===== config.mk =====
export PLATFORM = sky130hd
export DESIGN_NAME = cpu_sequencer_flat
export DESIGN_NICKNAME = d
export VERILOG_FILES = /design/src/rtl/cpu_seq_pkg.sv /design/src/rtl/cpu_sequencer_if.sv /design/src/rtl/cpu_cmd_decode.sv /design/src/rtl/cpu_sequencer.sv /design/src/flat_wrapper.sv
export SDC_FILE = /design/constraint.sdc
export NUM_CORES = 1
export LEC_CHECK = 0
export ABC_AREA = 1
export BUFFER_PORTS_ARGS = -buffer_cell sky130_fd_sc_hd__buf_2
export CAP_MARGIN = 10
export CORE_MARGIN = 2
export CORE_UTILIZATION = 54
export CTS_CLUSTER_DIAMETER = 60
export DETAILED_ROUTE_END_ITERATION = 8
export GPL_TIMING_DRIVEN = 0
export PLACE_DENSITY = 0.83
export REMOVE_ABC_BUFFERS = 1
export SKIP_LAST_GASP = 1
export SYNTH_ARGS = -nofsm -noshare
export SYNTH_HDL_FRONTEND = slang
export SYNTH_HIERARCHICAL = 1
export SYNTH_SLANG_ARGS = --single-unit

===== constraint.sdc =====
create_clock -name clk -period 4.25 [get_ports clk]
set_clock_uncertainty 0.2 [all_clocks]
set_input_delay 0.425 -clock clk [delete_from_list [all_inputs] [get_ports clk]]
set_output_delay 0.425 -clock clk [all_outputs]
set_load 0.02 [all_outputs]

===== src/rtl/cpu_seq_pkg.sv =====
// rtl/cpu_seq_pkg.sv - state/command enums, command field positions and ALU opcode constants (CPU_SEQ_CNT_EN aware slice)
package cpu_seq_pkg;

    // Command word layout: {type[6:4], sel_a[3:2], sel_b[1:0]}; EXEC reuses [3:0] as the ALU opcode
    localparam int CMD_W        = 7;
    localparam int CMD_TYPE_MSB = 6;
    localparam int CMD_TYPE_LSB = 4;
    localparam int CMD_SELA_MSB = 3;
    localparam int CMD_SELA_LSB = 2;
    localparam int CMD_SELB_MSB = 1;
    localparam int CMD_SELB_LSB = 0;

    // ALU opcode field carried inside an EXEC command
    localparam int ALU_OP_W   = 4;
    localparam int CMD_OP_MSB = 3;
    localparam int CMD_OP_LSB = 0;

    typedef enum logic [2:0] {
        S_IDLE   = 3'd0,
        S_DECODE = 3'd1,
        S_LDAB   = 3'd2,
        S_EXEC   = 3'd3,
        S_WB     = 3'd4,
        S_MRD    = 3'd5,
        S_MWB    = 3'd6,
        S_MWR    = 3'd7
    } state_t;

    // Encodings 3'b101..3'b111 are deliberately absent: they are illegal commands
    typedef enum logic [2:0] {
        CMD_NOP      = 3'b000,
        CMD_LOAD_AB  = 3'b001,
        CMD_EXEC     = 3'b010,
        CMD_STORE    = 3'b011,
        CMD_LOAD_MEM = 3'b100
    } cmd_type_t;

    function automatic logic cmd_type_legal(input logic [2:0] t);
        return (t <= CMD_LOAD_MEM);
    endfunction

endpackage


===== src/rtl/cpu_sequencer_if.sv =====
// rtl/cpu_sequencer_if.sv - command handshake and datapath control bundle of the cpu_sequencer
interface cpu_sequencer_if #(
    parameter int CNT_W    = 16,
    parameter int OPCODE_W = cpu_seq_pkg::ALU_OP_W
);
    logic                          cmd_valid;
    logic [cpu_seq_pkg::CMD_W-1:0] cmd_in;
    logic                          cpu_rdy;
    logic                          datain_reg_en;
    logic                          aluin_reg_en;
    logic [1:0]                    in_select_a;
    logic [1:0]                    in_select_b;
    logic [OPCODE_W-1:0]           opcode;
    logic                          nvalid_data;
    logic                          aluout_reg_en;
    logic                          selmux2;
    logic                          memoryWrite;
    logic                          memoryRead;
    logic                          cmd_err;
    logic [CNT_W-1:0]              cmd_count;

    // Command source side
    modport master (
        output cmd_valid, cmd_in,
        input  cpu_rdy, datain_reg_en, aluin_reg_en, in_select_a, in_select_b, opcode,
               nvalid_data, aluout_reg_en, selmux2, memoryWrite, memoryRead, cmd_err, cmd_count
    );

    // Sequencer side
    modport slave (
        input  cmd_valid, cmd_in,
        output cpu_rdy, datain_reg_en, aluin_reg_en, in_select_a, in_select_b, opcode,
               nvalid_data, aluout_reg_en, selmux2, memoryWrite, memoryRead, cmd_err, cmd_count
    );
endinterface


===== src/rtl/cpu_cmd_decode.sv =====
// rtl/cpu_cmd_decode.sv - combinational split of a command word into type, legality, selects and opcode
module cpu_cmd_decode
    import cpu_seq_pkg::*;
#(
    parameter int OPCODE_W = ALU_OP_W
) (
    input  logic [CMD_W-1:0]    i_cmd,
    output logic [2:0]          o_type,
    output logic                o_legal,
    output logic [1:0]          o_sel_a,
    output logic [1:0]          o_sel_b,
    output logic [OPCODE_W-1:0] o_opcode
);

    // Pure field extraction; the opcode overlaps the select fields by design
    always_comb begin
        o_type   = i_cmd[CMD_TYPE_MSB:CMD_TYPE_LSB];
        o_legal  = cmd_type_legal(i_cmd[CMD_TYPE_MSB:CMD_TYPE_LSB]);
        o_sel_a  = i_cmd[CMD_SELA_MSB:CMD_SELA_LSB];
        o_sel_b  = i_cmd[CMD_SELB_MSB:CMD_SELB_LSB];
        o_opcode = OPCODE_W'(i_cmd[CMD_OP_MSB:CMD_OP_LSB]);
    end

endmodule


===== src/rtl/cpu_sequencer.sv =====
// rtl/cpu_sequencer.sv - multi-cycle control FSM for the 8-bit CPU datapath; CPU_SEQ_CNT_EN enables cmd_count
module cpu_sequencer
    import cpu_seq_pkg::*;
#(
    parameter int CNT_W    = 16,
    parameter int OPCODE_W = ALU_OP_W
) (
    input  logic            clk,
    input  logic            reset,
    cpu_sequencer_if.slave  bus
);

    state_t              r_state;
    logic [CMD_W-1:0]    r_cmd;
    logic                r_valid;
    logic                r_cpu_rdy;
    logic                r_aluin_en;
    logic [1:0]          r_sel_a;
    logic [1:0]          r_sel_b;
    logic [OPCODE_W-1:0] r_opcode;
    logic                r_nvalid;
    logic                r_aluout_en;
    logic                r_selmux2;
    logic                r_mem_wr;
    logic                r_mem_rd;
    logic                r_cmd_err;

    logic                w_accept;
    logic [CMD_W-1:0]    w_cmd_src;
    logic [2:0]          w_type;
    logic                w_legal;
    logic [1:0]          w_sel_a;
    logic [1:0]          w_sel_b;
    logic [OPCODE_W-1:0] w_opcode;

    // cpu_rdy is only ever high in IDLE, so this is the accept strobe for the external command register
    assign w_accept = r_cpu_rdy & bus.cmd_valid;

    // In IDLE decode the incoming word so DECODE-state outputs (cmd_err) can be registered at accept;
    // everywhere else decode the latched command so a changing cmd_in cannot disturb a running sequence
    assign w_cmd_src = (r_state == S_IDLE) ? bus.cmd_in : r_cmd;

    cpu_cmd_decode #(
        .OPCODE_W (OPCODE_W)
    ) u_decode (
        .i_cmd    (w_cmd_src),
        .o_type   (w_type),
        .o_legal  (w_legal),
        .o_sel_a  (w_sel_a),
        .o_sel_b  (w_sel_b),
        .o_opcode (w_opcode)
    );

    // Sequencer FSM: each branch registers the outputs belonging to the state being entered
    always_ff @(posedge clk or negedge reset) begin
        if (!reset) begin
            r_state     <= S_IDLE;
            r_cmd       <= '0;
            r_valid     <= 1'b0;
            r_cpu_rdy   <= 1'b1;
            r_aluin_en  <= 1'b0;
            r_sel_a     <= 2'd0;
            r_sel_b     <= 2'd0;
            r_opcode    <= '0;
            r_nvalid    <= 1'b1;
            r_aluout_en <= 1'b0;
            r_selmux2   <= 1'b0;
            r_mem_wr    <= 1'b0;
            r_mem_rd    <= 1'b0;
            r_cmd_err   <= 1'b0;
        end else begin
            r_cpu_rdy   <= 1'b0;
            r_aluin_en  <= 1'b0;
            r_sel_a     <= 2'd0;
            r_sel_b     <= 2'd0;
            r_opcode    <= '0;
            r_nvalid    <= 1'b1;
            r_aluout_en <= 1'b0;
            r_selmux2   <= 1'b0;
            r_mem_wr    <= 1'b0;
            r_mem_rd    <= 1'b0;
            r_cmd_err   <= 1'b0;
            case (r_state)
                S_IDLE: begin
                    if (w_accept) begin
                        r_cmd     <= bus.cmd_in;
                        r_state   <= S_DECODE;
                        r_cmd_err <= ~w_legal;
                    end else begin
                        r_cpu_rdy <= 1'b1;
                    end
                end
                S_DECODE: begin
                    if (!w_legal) begin
                        r_state   <= S_IDLE;
                        r_cpu_rdy <= 1'b1;
                    end else begin
                        case (w_type)
                            CMD_LOAD_AB: begin
                                r_state    <= S_LDAB;
                                r_aluin_en <= 1'b1;
                                r_sel_a    <= w_sel_a;
                                r_sel_b    <= w_sel_b;
                            end
                            CMD_EXEC: begin
                                r_state  <= S_EXEC;
                                r_opcode <= w_opcode;
                                r_nvalid <= ~r_valid;
                            end
                            CMD_STORE: begin
                                r_state  <= S_MWR;
                                r_mem_wr <= 1'b1;
                            end
                            CMD_LOAD_MEM: begin
                                r_state  <= S_MRD;
                                r_mem_rd <= 1'b1;
                            end
                            default: begin
                                r_state   <= S_IDLE;
                                r_cpu_rdy <= 1'b1;
                            end
                        endcase
                    end
                end
                S_LDAB: begin
                    r_valid   <= 1'b1;
                    r_state   <= S_IDLE;
                    r_cpu_rdy <= 1'b1;
                end
                S_EXEC: begin
                    r_state     <= S_WB;
                    r_opcode    <= w_opcode;
                    r_aluout_en <= 1'b1;
                end
                S_MRD: begin
                    r_state     <= S_MWB;
                    r_mem_rd    <= 1'b1;
                    r_selmux2   <= 1'b1;
                    r_aluout_en <= 1'b1;
                end
                S_WB, S_MWB, S_MWR: begin
                    r_state   <= S_IDLE;
                    r_cpu_rdy <= 1'b1;
                end
                default: begin
                    r_state   <= S_IDLE;
                    r_cpu_rdy <= 1'b1;
                end
            endcase
        end
    end

    assign bus.cpu_rdy       = r_cpu_rdy;
    assign bus.datain_reg_en = w_accept;
    assign bus.aluin_reg_en  = r_aluin_en;
    assign bus.in_select_a   = r_sel_a;
    assign bus.in_select_b   = r_sel_b;
    assign bus.opcode        = r_opcode;
    assign bus.nvalid_data   = r_nvalid;
    assign bus.aluout_reg_en = r_aluout_en;
    assign bus.selmux2       = r_selmux2;
    assign bus.memoryWrite   = r_mem_wr;
    assign bus.memoryRead    = r_mem_rd;
    assign bus.cmd_err       = r_cmd_err;

`ifdef CPU_SEQ_CNT_EN
    logic [CNT_W-1:0] r_cmd_count;
    logic             w_cmd_done;

    // A legal command is done on the edge that returns the FSM to IDLE
    always_comb begin
        w_cmd_done = 1'b0;
        case (r_state)
            S_DECODE:                   w_cmd_done = w_legal && (w_type == CMD_NOP);
            S_LDAB, S_WB, S_MWB, S_MWR: w_cmd_done = 1'b1;
            default:                    w_cmd_done = 1'b0;
        endcase
    end

    // Saturating completed-command counter
    always_ff @(posedge clk or negedge reset) begin
        if (!reset) begin
            r_cmd_count <= '0;
        end else if (w_cmd_done && (r_cmd_count != {CNT_W{1'b1}})) begin
            r_cmd_count <= r_cmd_count + 1'b1;
        end
    end

    assign bus.cmd_count = r_cmd_count;
`else
    assign bus.cmd_count = {CNT_W{1'b0}};
`endif

endmodule


===== src/flat_wrapper.sv =====
// flat-port wrapper written by rule: the top's interface ports become plain ports
module cpu_sequencer_flat import cpu_seq_pkg::*;
#(
    parameter int CNT_W    = 16,
    parameter int OPCODE_W = ALU_OP_W
)
  (clk, reset, bus_cmd_valid, bus_cmd_in, bus_cpu_rdy, bus_datain_reg_en, bus_aluin_reg_en, bus_in_select_a, bus_in_select_b, bus_opcode, bus_nvalid_data, bus_aluout_reg_en, bus_selmux2, bus_memoryWrite, bus_memoryRead, bus_cmd_err, bus_cmd_count);
  cpu_sequencer_if #(.CNT_W(CNT_W), .OPCODE_W(OPCODE_W)) bus_i ();
  input  logic clk;
  input  logic reset;
  input wire logic [$bits(bus_i.cmd_valid)-1:0] bus_cmd_valid;
  input wire logic [$bits(bus_i.cmd_in)-1:0] bus_cmd_in;
  output wire logic [$bits(bus_i.cpu_rdy)-1:0] bus_cpu_rdy;
  output wire logic [$bits(bus_i.datain_reg_en)-1:0] bus_datain_reg_en;
  output wire logic [$bits(bus_i.aluin_reg_en)-1:0] bus_aluin_reg_en;
  output wire logic [$bits(bus_i.in_select_a)-1:0] bus_in_select_a;
  output wire logic [$bits(bus_i.in_select_b)-1:0] bus_in_select_b;
  output wire logic [$bits(bus_i.opcode)-1:0] bus_opcode;
  output wire logic [$bits(bus_i.nvalid_data)-1:0] bus_nvalid_data;
  output wire logic [$bits(bus_i.aluout_reg_en)-1:0] bus_aluout_reg_en;
  output wire logic [$bits(bus_i.selmux2)-1:0] bus_selmux2;
  output wire logic [$bits(bus_i.memoryWrite)-1:0] bus_memoryWrite;
  output wire logic [$bits(bus_i.memoryRead)-1:0] bus_memoryRead;
  output wire logic [$bits(bus_i.cmd_err)-1:0] bus_cmd_err;
  output wire logic [$bits(bus_i.cmd_count)-1:0] bus_cmd_count;
  assign bus_i.cmd_valid = bus_cmd_valid;
  assign bus_i.cmd_in = bus_cmd_in;
  assign bus_cpu_rdy = bus_i.cpu_rdy;
  assign bus_datain_reg_en = bus_i.datain_reg_en;
  assign bus_aluin_reg_en = bus_i.aluin_reg_en;
  assign bus_in_select_a = bus_i.in_select_a;
  assign bus_in_select_b = bus_i.in_select_b;
  assign bus_opcode = bus_i.opcode;
  assign bus_nvalid_data = bus_i.nvalid_data;
  assign bus_aluout_reg_en = bus_i.aluout_reg_en;
  assign bus_selmux2 = bus_i.selmux2;
  assign bus_memoryWrite = bus_i.memoryWrite;
  assign bus_memoryRead = bus_i.memoryRead;
  assign bus_cmd_err = bus_i.cmd_err;
  assign bus_cmd_count = bus_i.cmd_count;
  cpu_sequencer #(.CNT_W(CNT_W), .OPCODE_W(OPCODE_W)) u_core (.clk(clk), .reset(reset), .bus(bus_i));
endmodule

-- Word level (Yosys, flattened, before mapping)
Cells that the tools add are included.
- output and inout bits: 33
- word-level logic and storage cells: 69
- register bits: 27
- bits of input ports: 10
- reductions and logical operators: 5
- mux-type cells: 34
- equal/unequal tests: 12
- magnitude comparators: 1
- bitwise logic cells: 3
- operators with widths (kind ; number):
    $mux 1 ; 18
    $eq 3x3->1 const B ; 5
    $pmux 3 s5 ; 1
    $eq 3x2->1 const B ; 4
    $mux 2 ; 6
    $pmux 3 s4 ; 1
    $mux 4 ; 2
    $pmux 4 s2 ; 1
    $reduce_or 4->1 ; 2
    $mux 7 ; 1
    $eq 3x1->1 const B ; 2
    $mux 3 ; 2
    $le 3x3->1 const B ; 1
    $logic_not 3->1 ; 1
    $pmux 1 s3 ; 1
    $ne 2x2->1 const B ; 1
    $not 1->1 ; 2
    $pmux 1 s2 ; 1
    $reduce_and 2->1 ; 1
    $reduce_or 2->1 ; 1
    $and 1x1->1 ; 1

-- Longest topological paths before layout
Gate-level depths: netlist of the first run.
- depth in word-level cells: 7
- mapped depth: 13
- gate-level depth less buffers: 11

-- Hierarchy
Netlist of the first run, hierarchy kept.
- by module, submodules not included (module ; sequential area each (sq um) ; area each (sq um) ; cells an instance ; instances):
    cpu_sequencer ; 678.2 ; 1293.7 ; 146 ; 1
    cpu_cmd_decode ; 0.0 ; 87.6 ; 12 ; 1

-- Worst setup path after synthesis of the first run
No wires, ideal clock.
- path kind: reg-to-reg
- start: register u_core.r_state[2]
- end: register u_core.r_opcode[0] (netlist: u_core/bus.opcode[0])
- required time: 3.978 ns
- cell stages (with the launch flop): 13
- path slack: 2.248 ns
- clock period less this slack: 2.002 ns
- setup time: 0.072 ns
- arrival time: 1.730 ns
- buffers on the path: 1
- cells stage by stage: dfrtp_1 -> nor3_4 -> inv_2 -> buf_6 -> nand2_1 -> o21ai_1 -> o21ai_1 -> nand3_2 -> nor2_2 -> nand2_2 -> inv_2 -> nor2_2 -> nor2_1
- elaborated cells between the ends (all ways): 9
- classes of those cells: order compare (1); eq/ne (3); mux (4); reduce/logical (1)
- RTL lines (item ; line ; text):
    start, declared ; cpu_sequencer.sv:13 ; state_t r_state;
    start signal, assigned ; cpu_sequencer.sv:57 ; r_state <= S_IDLE;
    start signal, assigned ; cpu_sequencer.sv:87 ; r_state <= S_DECODE;
    start signal, assigned ; cpu_sequencer.sv:95 ; r_state <= S_IDLE;
    $logic_not 3->1 ; cpu_sequencer.sv:41 ; assign w_cmd_src = (r_state == S_IDLE) ? bus.cmd_in : r_cmd;
    $mux 7 ; cpu_sequencer.sv:41 ;
    named net u_core.w_cmd_src[4] ; cpu_sequencer.sv:29 ; logic [CMD_W-1:0] w_cmd_src;
    $le 3x3->1 ; cpu_seq_pkg.sv:39 ; return (t <= CMD_LOAD_MEM);
    named net u_core.w_legal ; cpu_sequencer.sv:31 ; logic w_legal;
    $mux 4 ; cpu_sequencer.sv:94 ; if (!w_legal) begin
    $pmux 4 s2 ; cpu_sequencer.sv:83 ; case (r_state)
    end signal, assigned ; cpu_sequencer.sv:107 ; r_opcode <= w_opcode;
    end signal, assigned ; cpu_sequencer.sv:132 ; r_opcode <= w_opcode;
    end, declared ; cpu_sequencer.sv:20 ; logic [OPCODE_W-1:0] r_opcode;
The timed path passes the listed nets, and every way through them passes these cells.
A chain may end at the register's enable or synchronous reset.

-- Worst setup path after layout of the first run
- start: register u_core.r_state[2]
- end: register u_core.r_opcode[1] (netlist: u_core/bus.opcode[1])
The elaborated chain is that of the path after synthesis.

==> metrics.txt, run 1 <==
status completed; final setup violation count 0; Initial Utilization 0.563; total track usage 0.150; Post-CTS Setup Bufs 0; Tightest Pin Transition around 0.56 ns; vias in the first global route 802; RR Startpoint u_core/r_state[2]; core area ~2500 sq um; Reg2Reg Setup Slack 1.87 ns; sequential area share after synthesis 0.491; Sw Ratio 0.443; NumNets Final 186; synthesis-to-layout area growth 2.63%; worst hold start bus_cmd_in[3]; Static Leak 0.000833 uW; RSZ-0062 raised after global routing false; Detailed Place HPWL 1600 um; post-synth cell types 19; Comb power frac 0.469; Hold Crit Depth 3; Setup WS post-layout 1.87 ns; Max-slew headroom 0.628; sw power 406 uW; HP Class in2reg; fmax approximately 420 MHz; TritonRoute pass-1 iters 4; IO Port Bufs 26; Ant. Diodes 0; critical path endpoint category flop; layout cells sized above 1 0.274; Post-Route WL 2020 um; worst hold path endpoint u_core/r_cmd[3]; Post-Syn Instances 158; Yosys reg bits 27; reg2reg end u_core/bus.opcode[1]; Avg WL per Cell 9.84 um; final hold violations 0; Final Max Tran Viols 0; Reg power frac 0.416; power share of the clock group 0.114; Mapped Area 1380 sq um; Vias/cell 4.62; Die H between 50 and 60 um; CP arrival ~2.4 ns; Power Dens Cells 646 nW/um^2; root buffer cell clkbuf_4; level count of the clock H-tree 1; first-pass GRT wire length ~3300 um; initial DRC count 32; crit-path max FO 15; Req. time, crit path 4.30 ns; Yosys warning count 6; chip width 54.6 um; CTS Sinks 27; Reg2Reg Depth 11; # IOs 43; Place WS 1.96 ns; grt ovf 0; Via Count 948; initial antenna violation count 0; final period demand of the worst path 2.38 ns; Max Cap Violations 0; syn_area_per_cell 8.74 sq um; post-route ant nets 0; clk buf depth 2; Reg clk slew, reported paths 0.13 ns; Worst VDD drop 0.000291 V; TritonCTS buffer count 3; largest net degree at the start of global routing 28; Worst Setup Start Kind flop; setup TNS 0 ns; fillers 221; DRC viols 0; Crit Path Category reg2reg; row count 18; CTS tree done; Tcrit/Tclk final 0.559; placer congestion estimate just over 0.8; internal power consumption just over 500 uW; Die Area 2980 sq um; Clock Latency Late Sink around 0.31 ns; Min Hold Slack 0.158 ns
stage by stage:
| stage | cell area [sq um] | utilization | power, uW | std cells |
|---|---|---|---|---|
| 3_5_place_dp | 1380 | 0.562 | 816 | 200 |
| 2_1_floorplan | 1210 | - | 711 | 144 |
| 5_1_grt | 1420 | 0.577 | 998 | 205 |
| 3_3_place_gp | 1380 | 0.562 | 795 | 200 |
| 6_report | 1420 | 0.577 | 915 | 205 |
| 4_1_cts | 1420 | 0.577 | 921 | 205 |
flip-flops by register name (all words and copies together), names as in the netlist:
| name | count |
|---|---|
| u_core/r_cmd | 7 |
| u_core/bus.opcode | 4 |
| u_core/r_state | 3 |
| u_core/bus.in_select_a | 2 |
| u_core/bus.in_select_b | 2 |
| u_core/bus.aluin_reg_en | 1 |
| u_core/bus.aluout_reg_en | 1 |
| u_core/bus.cmd_err | 1 |
| u_core/bus.cpu_rdy | 1 |
| u_core/bus.memoryRead | 1 |
| u_core/bus.memoryWrite | 1 |
| u_core/bus.nvalid_data | 1 |
| u_core/bus.selmux2 | 1 |
| u_core/r_valid | 1 |
cell usage after synthesis, drive strengths merged:
cell   instances  area share
dfrtp         25        0.45
nand3          6       0.025
o21ai         19       0.088
buf           29        0.16
a31o           1      0.0063
inv           28       0.076
dfstp          2       0.038
nand2         29       0.082
nor3           5       0.026
nor2          13       0.039
conb           1      0.0027
logic make-up (layout without fill, tap and decap cells):
group                  count (synthesis)  after routing  synth area share
buffers and inverters                 57             59             0.239
and+or+nand+nor                       53             53             0.173
DFF                                   27             27             0.491
other                                  1             16           0.00271
AOI/OAI and AO/OA                     20             20            0.0942
worst max-delay path, cell delays in order (launching register included):
cell     delay, ns
dfrtp_1       0.50
nor3_4        0.27
inv_2         0.15
nand2_1       0.08
o21ai_1       0.12
o21ai_1       0.32
nand3_2       0.16
nor2_2        0.17
nand2_2       0.09
inv_2         0.08
nor2_2        0.05
nor2_1        0.12
worst max-delay path by stage:
stage / cells past startpoint / endpoint / start
final: 11 / u_core/bus.opcode[1] / u_core/r_state[2]
after CTS: 11 / u_core/bus.opcode[1] / u_core/r_state[2]
after global routing: 11 / u_core/bus.opcode[1] / u_core/r_state[2]
after global placement: 11 / u_core/bus.opcode[2] / u_core/r_state[2]
after floorplan: 11 / u_core/bus.opcode[0] / u_core/r_state[2]
after detailed placement: 11 / u_core/bus.opcode[1] / u_core/r_state[2]
what timing repair did:
item                      in CTS  in global routing
hold endpoints to repair      25                  0
resized for setup              0                  0
hold buffers                   1                  0
power by group through the flow:
stage	logic, uW	registers [uW]	clock network, uW
2_1_floorplan	279	432	0
3_3_place_gp	412	383	0
3_5_place_dp	428	388	0
4_1_cts	430	381	109
5_1_grt	489	391	119
6_report	430	381	105
cells in the final DEF (no fill, tap or decap), types with 3 or more instances in the layout:
| cell type | instances |
|---|---|
| o21ai_0 | 4 |
| o21ai_2 | 7 |
| nand2_1 | 27 |
| clkbuf_4 | 3 |
| inv_1 | 26 |
| nor2_1 | 11 |
| nand3_1 | 5 |
| buf_2 | 26 |
| o21ai_1 | 8 |
| nor3_1 | 4 |
| conb_1 | 16 |
| dfrtp_1 | 25 |
area by class of cell:
cell class,count,area [sq um],share of cell area
flip-flops and latches,27,678,0.478
repair buffers,27,140,0.0989
clock buffers,3,22.5,0.0159
multi-input cells,89,429,0.303
well taps,30,37.5,0.0265
clock inverters,1,5.00,0.00353
inverters,28,105,0.0741
metal layers:
metal  wire, um  vias to the layer above  part of all wire  GRT usage
met5          0                        -                 0          0
met1        858                      428              0.43      0.180
li1           -                      477                 -          -
met3        139                        2             0.069    0.00820
met4         12                        0            0.0059     0.0625
met2       1010                       41              0.50      0.277
Power figures use the tool's default switching activity.
==> run 2: changes to the inputs <==
--- a/config.mk
+++ b/config.mk
@@ -5,15 +5,15 @@
 export SDC_FILE = /design/constraint.sdc
 export NUM_CORES = 1
 export LEC_CHECK = 0
-export ABC_AREA = 1
+export ABC_AREA = 0
 export BUFFER_PORTS_ARGS = -buffer_cell sky130_fd_sc_hd__buf_2
 export CAP_MARGIN = 10
 export CORE_MARGIN = 2
-export CORE_UTILIZATION = 54
+export CORE_UTILIZATION = 45
 export CTS_CLUSTER_DIAMETER = 60
 export DETAILED_ROUTE_END_ITERATION = 8
 export GPL_TIMING_DRIVEN = 0
-export PLACE_DENSITY = 0.83
+export PLACE_DENSITY = 0.74
 export REMOVE_ABC_BUFFERS = 1
 export SKIP_LAST_GASP = 1
 export SYNTH_ARGS = -nofsm -noshare
==> constraint.sdc (replaced) <==
create_clock -name clk -period 2.07 [get_ports clk]
set_clock_uncertainty 0.2 [all_clocks]
set_input_delay 0.207 -clock clk [delete_from_list [all_inputs] [get_ports clk]]
set_output_delay 0.207 -clock clk [all_outputs]
set_load 0.02 [all_outputs]
==> run 2 against run 1 <==
  * The run now ends with DRC, setup timing left
  * Cell area rose by 16%
  * Fmax rose by 9.2%
  * Critical endpoint is now u_core/bus.opcode[2]
  * Power rose to 2.6 times the previous value
  * Highest routed layer unchanged
==> metrics.txt, run 2 <==
RR Startpoint u_core/r_state[0] (was u_core/r_state[2]); worst path cell trace nor3_4 -> buf_6 -> mux2_4 -> o21ai_4 -> nand4bb_1 -> o31a_1 -> nor2b_1 (was nor3_4 -> inv_2 -> nand2_1 -> o21ai_1 -> o21ai_1 -> nand3_2 -> nor2_2 -> nand2_2 -> inv_2 -> nor2_2 -> nor2_1); post-route ant nets 0 (unchanged); fmax 460 MHz (was 421 MHz); Top reg by flops u_core/r_cmd (unchanged); setup TNS -0.656 ns (was 0 ns); Post-Syn Instances 115 (was 158); Die H 58.8 um (was 54.6 um); first-pass GRT wire length 3700 um (was 3270 um); Synth area leader dfrtp_1 (unchanged); layout cells sized above 1 0.487 (was 0.274); clk buf depth 2 (unchanged); CTS tree done (unchanged); Yosys reg bits 27 (unchanged); level count of the clock H-tree 1 (unchanged); final setup violation count 13 (was 0); Hold Crit Depth 4 (was 3); Clock Latency Late Sink 0.32 ns (was 0.31 ns); area occupied by multi-input gates 574 sq um (was 429 sq um); commonest cells after routing, fill and taps aside buf_2 (26), dfrtp_1 (22), conb_1 (16), buf_4 (12), mux2_2 (11) (was nand2_1 (27), buf_2 (26), inv_1 (26), dfrtp_1 (25), conb_1 (16)); Vias/cell 4.89 (was 4.62); Reg2Reg Setup Slack -0.10 ns (was 1.87 ns); Yosys warning count 6 (unchanged); final hold violations 0 (unchanged); Req. time, crit path 2.12 ns (was 4.30 ns); Avg WL per Cell 12.7 um (was 9.84 um); NumNets Final 163 (was 186); Reg clk slew, reported paths 0.14 ns (was 0.13 ns); Max-slew headroom 0.620 (was 0.628); total track usage 0.144 (was 0.150); register area 682 sq um (was 678 sq um); Reg2Reg Depth 7 (was 11); crit-path max FO 4 (was 15); TritonRoute pass-1 iters 6 (was 4); Tightest Pin Transition 0.570 ns (was 0.558 ns); Mapped Area 1350 sq um (was 1380 sq um); Setup WS post-layout -0.105 ns (was 1.87 ns); reg2reg end u_core/bus.opcode[2] (was u_core/bus.opcode[1]); final period demand of the worst path 2.17 ns (was 2.38 ns); max reg flops 7 (unchanged); core area 2810 sq um (was 2450 sq um); Worst Setup EP u_core/bus.opcode[2] (was u_core/bus.opcode[1]); Initial Utilization 0.482 (was 0.563); Max Cap Violations 0 (unchanged); Synth top area share 0.463 (was 0.453); Static Leak 0.000816 uW (was 0.000833 uW); RSZ-0062 raised after global routing true (was false); Tot Pwr 2370 uW (was 915 uW); Via Count 894 (was 948); fillers 225 (was 221); status complete, but fails checks (was completed); syn_area_per_cell 11.8 sq um (was 8.74 sq um); vias in the first global route 833 (was 802); post-synth cell types 30 (was 19); most common cell after layout, fill and taps aside buf_2 (was nand2_1); Worst Setup Start Kind flop (unchanged); placer congestion estimate 0.824 (was 0.819); sequential area share after synthesis 0.501 (was 0.491); Synth Flop Type dfrtp_1 (unchanged); # IOs 43 (unchanged); Power Dens Cells 1440 nW/um^2 (was 646 nW/um^2); root buffer cell clkbuf_4 (unchanged); start point of the critical path u_core/r_state[0] (was u_core/r_state[2]); ys async rst share 1.00 (unchanged); TritonCTS buffer count 3 (unchanged); HP Class in2reg (unchanged); critical path endpoint category flop (unchanged); Tcrit/Tclk final 1.05 (was 0.559); largest net degree at the start of global routing 28 (unchanged); synth top area cells dfrtp_1 (46%), buf_4 (16%), mux2_2 (12%) (was dfrtp_1 (45%), buf_4 (15%), nand2_1 (7.3%)); CP arrival 2.23 ns (was 2.42 ns); grt ovf 0 (unchanged); initial DRC count 31 (was 32); most common cell in the netlist buf_4; number of synthesized flops with an enable pin 0 (unchanged); row count 19 (was 18); Crit path largest cell delay 0.45 ns (was 0.50 ns); failing checks DRC, setup timing; Post-synth top cells buf_4 (28), dfrtp_1 (25), mux2_2 (14), and2_1 (5), nor2b_1 (5) (was buf_4 (27), nand2_1 (27), inv_1 (26), dfrtp_1 (25), nor2_1 (11)); initial antenna violation count 0 (unchanged); Crit Path Category reg2reg (unchanged); Post-Route WL 2320 um (was 2020 um); Ant. Diodes 0 (unchanged); DRC viols 3 (was 0); Final Max Tran Viols 0 (unchanged); Die Area 3460 sq um (was 2980 sq um); chip width 58.8 um (was 54.6 um); IO Port Bufs 26 (unchanged); Detailed Place HPWL 1450 um (was 1600 um); CTS Sinks 27 (unchanged); Slowest-stage cell, CP dfrtp_2 (was dfrtp_1); Worst VDD drop 0.000507 V (was 0.000291 V); synthesis-to-layout area growth 21.6% (was 2.63%)
-- run 2: cell types whose count changed after synthesis, sizes merged, moves of 2 or more --
cell | before | now
nand2 | 29 | 2
inv | 28 | 3
o21ai | 19 | 2
mux2 | 0 | 14
nor2 | 13 | 4
nand3 | 6 | 0
and2 | 0 | 5
nor2b | 0 | 5
nand3b | 0 | 3
a21oi | 0 | 2
o21a | 0 | 2
-- run 2: worst min path at each step --
| stage | endpoint | startpoint |
|---|---|---|
| after CTS | u_core/bus.cpu_rdy | bus_cmd_valid |
| after global placement | u_core/bus.opcode[1] | reset |
| after global routing | u_core/bus.cpu_rdy | bus_cmd_valid |
| final | u_core/bus.cpu_rdy | bus_cmd_valid |
| after floorplan | u_core/bus.aluin_reg_en | reset |
| after detailed placement | u_core/bus.opcode[0] | reset |
-- run 2: metal layers --
| metal | global-route usage | routed length, um | part of all wire |
|---|---|---|---|
| met1 | 0.162 | 976 | 0.42 |
| met2 | 0.259 | 1190 | 0.51 |
| met3 | 0.0198 | 120 | 0.052 |
| met4 | 0.0779 | 27 | 0.012 |
| met5 | 0 | 0 | 0 |
-- run 2: per-stage QoR --
step | cells | area (sq um) | setup WS [ns] | utilization | hold WS (ns)
global route | 183 | 1640 | -0.174 | 0.586 | 0.0648
floorplan | 101 | 1190 | -0.330 | - | -0.289
detailed placement | 158 | 1360 | -0.616 | 0.486 | 0.0447
finish | 183 | 1640 | -0.105 | 0.586 | 0.0598
global placement | 158 | 1360 | -0.636 | 0.486 | 0.0274
CTS | 179 | 1580 | -0.0788 | 0.565 | 0.0440
-- run 2: cell families after synthesis --
family | synth area share
xor gates and xnor gates | 0.00648
other | 0.00277
and+or+nand+nor | 0.150
DFF | 0.501
buffers and inverters | 0.167
muxes | 0.117
AOI/OAI and AO/OA | 0.0555
-- run 2: area by class of cell --
| class | instances | share of cell area |
|---|---|---|
| Sequential cell | 27 | 0.415 |
| Multi-Input combinational cell | 71 | 0.349 |
| Timing Repair Buffer | 47 | 0.189 |
| Tap cell | 31 | 0.0236 |
| Clock buffer | 4 | 0.0160 |
| Inverter | 3 | 0.00685 |
-- run 2: what timing repair did --
action / in CTS / in global routing
gates cloned: 0 / 0
setup endpoints to repair: 17 / 15
hold endpoints to repair: 32 / 0
pin swaps: 4 / 4
gates resized for setup: 13 / 7
setup buffers: 9 / 4
hold buffers: 8 / 0
-- run 2: power breakdown --
group          total [uW]  switching [uW]  internal (uW)
sequential            763            75.0            688
combinational        1390             690            700
clock                 221             145           75.3
total                2370             910           1460
-- run 2: critical path, delay by kind of cell (launching register included) --
kind,cells,cell delay (ns)
and+or+nand+nor,3,0.59
AOI/OAI and AO/OA,2,0.40
DFF,1,0.45
muxes,1,0.33
buffers and inverters,1,0.16
